$ cat config.mk
export PLATFORM = sky130hd
export DESIGN_NAME = bcd_scan_counter
export DESIGN_NICKNAME = d
export VERILOG_FILES = /design/src/rtl/bcd_scan_counter.sv
export SDC_FILE = /design/constraint.sdc
export NUM_CORES = 1
export LEC_CHECK = 0
export CAP_MARGIN = 20
export CORE_MARGIN = 4
export CORE_UTILIZATION = 25
export DETAILED_ROUTE_END_ITERATION = 12
export MAX_ROUTING_LAYER = met4
export PLACE_DENSITY = 0.46
export SLEW_MARGIN = 40
export SYNTH_ARGS = -nofsm -noshare
export SYNTH_HDL_FRONTEND = slang
export SYNTH_SLANG_ARGS = --single-unit
$ cat constraint.sdc
create_clock -name clock -period 2.25 [get_ports clock]
set_input_delay 0.675 -clock clock [delete_from_list [all_inputs] [get_ports clock]]
set_output_delay 0.675 -clock clock [all_outputs]
set_load 0.05 [all_outputs]
$ cat src/rtl/bcd_scan_counter.sv
// Multi-digit BCD up/down counter with a prescaled count tick, a preset
// load, a wrap pulse, and a time-multiplexed seven-segment display driver.
module bcd_scan_counter #(
  parameter int DIGITS     = 4,
  parameter int TICK_DIV   = 50000000,
  parameter int SCAN_DIV   = 50000,
  parameter int ACTIVE_LOW = 1
) (
  input  logic                  clock,
  input  logic                  reset,
  input  logic                  en,
  input  logic                  up_down,
  input  logic                  load,
  input  logic [4*DIGITS-1:0]   load_value,
  output logic [4*DIGITS-1:0]   count_out,
  output logic                  wrap,
  output logic [6:0]            seg_out,
  output logic [DIGITS-1:0]     an_out
);

  localparam int PW = $clog2(TICK_DIV);
  localparam int SW = $clog2(SCAN_DIV);
  localparam int IW = (DIGITS > 1) ? $clog2(DIGITS) : 1;

  localparam logic [PW-1:0] PRESC_LAST = PW'(TICK_DIV - 1);
  localparam logic [SW-1:0] SCAN_LAST  = SW'(SCAN_DIV - 1);
  localparam logic [IW-1:0] IDX_LAST   = IW'(DIGITS - 1);

  // 1 when display outputs are inverted (common anode)
  localparam logic POL = (ACTIVE_LOW != 0);

  logic [PW-1:0]          presc_q;
  logic [SW-1:0]          scan_q;
  logic [IW-1:0]          idx_q;
  logic [4*DIGITS-1:0]    count_q;
  logic                   wrap_q;
  logic [6:0]             seg_q;
  logic [DIGITS-1:0]      an_q;

  logic                   tick;
  logic [4*DIGITS-1:0]    count_step_d;
  logic                   step_wrap_d;
  logic [4*DIGITS-1:0]    load_clean_d;
  logic [3:0]             cur_dig_d;
  logic [6:0]             seg_raw_d;
  logic [DIGITS-1:0]      an_hot_d;

  assign tick      = en && (presc_q == PRESC_LAST);
  assign count_out = count_q;
  assign wrap      = wrap_q;
  assign seg_out   = seg_q;
  assign an_out    = an_q;

  // Active-high {g,f,e,d,c,b,a} pattern; anything outside 0..9 is blank.
  function automatic logic [6:0] seg_decode(input logic [3:0] d);
    logic [6:0] s;
    case (d)
      4'd0:    s = 7'h3F;
      4'd1:    s = 7'h06;
      4'd2:    s = 7'h5B;
      4'd3:    s = 7'h4F;
      4'd4:    s = 7'h66;
      4'd5:    s = 7'h6D;
      4'd6:    s = 7'h7D;
      4'd7:    s = 7'h07;
      4'd8:    s = 7'h7F;
      4'd9:    s = 7'h6F;
      default: s = 7'h00;
    endcase
    return s;
  endfunction

  // Ripple decimal carry/borrow; a carry out of the top digit is the wrap.
  always_comb begin
    logic       carry;
    logic [3:0] dig;
    count_step_d = count_q;
    carry        = 1'b1;
    dig          = 4'd0;
    for (int i = 0; i < DIGITS; i++) begin
      dig = count_q[4*i +: 4];
      if (carry) begin
        if (up_down) begin
          if (dig == 4'd9) begin
            count_step_d[4*i +: 4] = 4'd0;
          end else begin
            count_step_d[4*i +: 4] = dig + 4'd1;
            carry = 1'b0;
          end
        end else begin
          if (dig == 4'd0) begin
            count_step_d[4*i +: 4] = 4'd9;
          end else begin
            count_step_d[4*i +: 4] = dig - 4'd1;
            carry = 1'b0;
          end
        end
      end
    end
    step_wrap_d = carry;
  end

  // Preset value with illegal (>9) nibbles forced to 0 so the count stays BCD.
  always_comb begin
    load_clean_d = '0;
    for (int i = 0; i < DIGITS; i++) begin
      if (load_value[4*i +: 4] <= 4'd9)
        load_clean_d[4*i +: 4] = load_value[4*i +: 4];
    end
  end

  // Select the digit under scan and build the one-hot anode pattern.
  always_comb begin
    cur_dig_d = 4'd0;
    an_hot_d  = '0;
    for (int i = 0; i < DIGITS; i++) begin
      if (IW'(i) == idx_q) begin
        cur_dig_d   = count_q[4*i +: 4];
        an_hot_d[i] = 1'b1;
      end
    end
    seg_raw_d = seg_decode(cur_dig_d);
  end

  // Prescaler, count and wrap: reset, then load, then tick.
  always_ff @(posedge clock) begin
    if (!reset) begin
      presc_q <= '0;
      count_q <= '0;
      wrap_q  <= 1'b0;
    end else if (load) begin
      presc_q <= '0;
      count_q <= load_clean_d;
      wrap_q  <= 1'b0;
    end else if (tick) begin
      presc_q <= '0;
      count_q <= count_step_d;
      wrap_q  <= step_wrap_d;
    end else begin
      wrap_q <= 1'b0;
      if (en)
        presc_q <= presc_q + 1'b1;
    end
  end

  // Free-running scan divider stepping the digit index round-robin.
  always_ff @(posedge clock) begin
    if (!reset) begin
      scan_q <= '0;
      idx_q  <= '0;
    end else if (scan_q == SCAN_LAST) begin
      scan_q <= '0;
      idx_q  <= (idx_q == IDX_LAST) ? '0 : idx_q + 1'b1;
    end else begin
      scan_q <= scan_q + 1'b1;
    end
  end

  // Registered display drive, polarity applied last; blank/deasserted in reset.
  always_ff @(posedge clock) begin
    if (!reset) begin
      seg_q <= {7{POL}};
      an_q  <= {DIGITS{POL}};
    end else begin
      seg_q <= seg_raw_d ^ {7{POL}};
      an_q  <= an_hot_d ^ {DIGITS{POL}};
    end
  end

endmodule

==> impl_metrics.tcl <==
set metrics [dict create \
    start_util_pct 25.35 \
    routed_wl_um 11350 \
    start_kind "input pin" \
    synthCells 538 \
    dr.pass1.iters 4 \
    cp-endpoint "count_out[13]" \
    cp_max_fo 5 \
    reg2regPathDepth 10 \
    synth_top_area_share_pct 34.41 \
    clkTransAtPathRegs_ns 0.06 \
    grt_pass1_wl_um 18970 \
    synth_edf_count 0 \
    die_h_um 137.4 \
    setup_viol 0 \
    grt_max_degree 31 \
    async_flop_share_pct 0 \
    hold_buffers 0 \
    syn_area_um2 4189 \
    row_count 47 \
    dpl.hpwl_um 8459 \
    grt_overflow 0 \
    drt_iter0_drc 181 \
    antenna_found_initial 0 \
    synth_ff_type "dfxtp_1" \
    routabilityCongestion 0.8184 \
    dieArea_um2 18890 \
    drtAntennaViolNets 0 \
    wire_per_inst_um 13.40 \
    grt_pass1_vias 3840 \
    area_delta_synth_final_pct 33.75 \
    yosysTopAreaCell "dfxtp_1" \
    crit_required_ns 2.48 \
    startpoint "up_down" \
    fin_skew_ns 0.01055 \
    vias 4019 \
    clk_latency_ns 0.34 \
    cts_sinks 72 \
    drive_above_1_share_pct 19.78 \
    numCtsBuffers 9 \
    fin_crit_sh_pct 96.93 \
    clock_path_buffers 2 \
    synth-seq-cells 72 \
    r2r_end "seg_out[0]" \
    maxCapViolations 0 \
    syn-num-nets 570 \
    hold_slack_ns 0.4596 \
    hold_violations 0 \
    antenna_cells 0 \
    htreeDepth 3 \
    power_uw 3292 \
    powerDensity_nw_per_um2 587.6 \
    clockRootBuffer "clkbuf_16" \
    core_um2 16520 \
    io_buffers 48 \
    fin_nets 654 \
    layout.cells.non_filler 847 \
    yosysSeqAreaShare_pct 34.41 \
    status "completed" \
    reg2reg_slack_ns 0.16 \
    dpl.cell_count 828 \
    ys_warn_count 0 \
    peakVddDrop_v 0.0003925 \
    tritoncts "done" \
    max_freq_mhz 458.5 \
    power_leakage_uw 0.002094 \
    avgSynthCellArea_um2 7.786 \
    slew_viol_final 0 \
    min_period_ns 2.181 \
    worst_slew_pin_slew_ns 0.5510 \
    synth_area_leaders "dfxtp_1, nor2_1, xor2_1" \
    crit_type "input pin to flip-flop" \
    die_w_um 137.4 \
    io_pins 49 \
    grtUsageTotal_pct 12.89 \
    worst_setup_path_end_kind "flip-flop" \
    rsz0062_at_grt "yes" \
    timing.slew.headroom_pct 62.88 \
    postLayoutCoreUtil_pct 33.91 \
    tns_ns 0 \
    timing.rr.start "idx_q[0]" \
    ys_types 61 \
    hold_class "flip-flop to flip-flop" \
    drcViolationCount 0 \
    avgViaCountPerCell 4.745 \
    crit_arrival_ns 2.41 \
]
==> placed cells by master, fill, tap and decap left out, types with 16 or more instances in the layout <==
cell	count
dfxtp_1	66
inv_1	16
xor2_1	24
xnor2_1	22
buf_4	75
nand3_1	20
nor3_1	17
o21ai_0	30
clkdlybuf4s50_1	30
nand2_1	55
nor2_1	70
nand4_1	16
==> layer usage <==
metal / vias up / part of all wire, % / track usage (%)
met5: - / 0 / -
met3: 10 / 3.9 / 3.652
met2: 61 / 48 / 21.10
met1: 1874 / 47 / 15.88
met4: 0 / 0.98 / 2.716
li1: 2074 / - / -
==> power by group <==
group / switching [uW] / leakage, uW / internal (uW)
registers: 34.9 / 0.000588 / 1310
logic: 298 / 0.00136 / 216
clock network: 575 / 0.000141 / 857
==> worst min-delay path by stage <==
stage / from / endpoint / cells after the start
after floorplan: scan_q[0] / scan_q[0] / 1
after global placement: scan_q[0] / scan_q[0] / 1
after detailed placement: scan_q[0] / scan_q[0] / 1
after CTS: scan_q[0] / scan_q[0] / 1
after global routing: scan_q[0] / scan_q[0] / 1
final: scan_q[0] / scan_q[0] / 1
==> per-stage QoR <==
stage          area, um^2  setup WS [ns]
2_1_floorplan        4242     -0.0004061
5_1_grt              5603       -0.03680
3_5_place_dp         5244        -0.6052
3_3_place_gp         5244        -0.5346
4_1_cts              5564        0.04149
6_report             5603        0.06908
==> registers in the layout, summed over array words and instances, names as in the netlist <==
register and flops:
an_out 4, count_out 16, idx_q 2, presc_q 26, scan_q 16, seg_out 7
wrap 1
==> layout make-up <==
cell class / count / area (um^2)
Fill cell: 1715 / 10920
Multi-Input combinational cell: 413 / 2589
Sequential cell: 72 / 1449
Clock buffer: 9 / 225.2
Timing Repair Buffer: 110 / 932.1
Tap cell: 220 / 275.3
Clock inverter: 7 / 72.57
Inverter: 16 / 60.06
==> cell families after synthesis <==
logic type	count (synthesis)	share of synthesized area, %
AOI/OAI and AO/OA	100	15.98
muxes	5	1.254
DFF	72	34.41
buffers and inverters	54	5.227
xor gates and xnor gates	46	9.618
adders and majority gates	11	3.285
and+or+nand+nor	250	30.23
==> worst max-delay path: stages <==
cell and delay [ns]:
dlygate4sd2_1 0.30, buf_4 0.16, nor3_2 0.11, o21ai_2 0.08, or4_4 0.47, o31a_1 0.31, o311a_1 0.30
==> cell usage after synthesis (11+ instances only) <==
cell and n:
nand3_1 20, o21ai_0 30, nand2_1 55, nor2_1 71, nand4_1 16, ha_1 11
inv_1 16, nor4_1 11, a21oi_1 16, xor2_1 24, clkbuf_1 28, dfxtp_1 72
nor3_1 18, xnor2_1 22
==> what timing repair did <==
item	CTS	global route
gates resized for setup	6	9
cloned	1	0
setup endpoints to repair	9	8
setup buffers	1	1
pin swaps	2	1
Note: power is estimated with default switching activity, not from simulation.
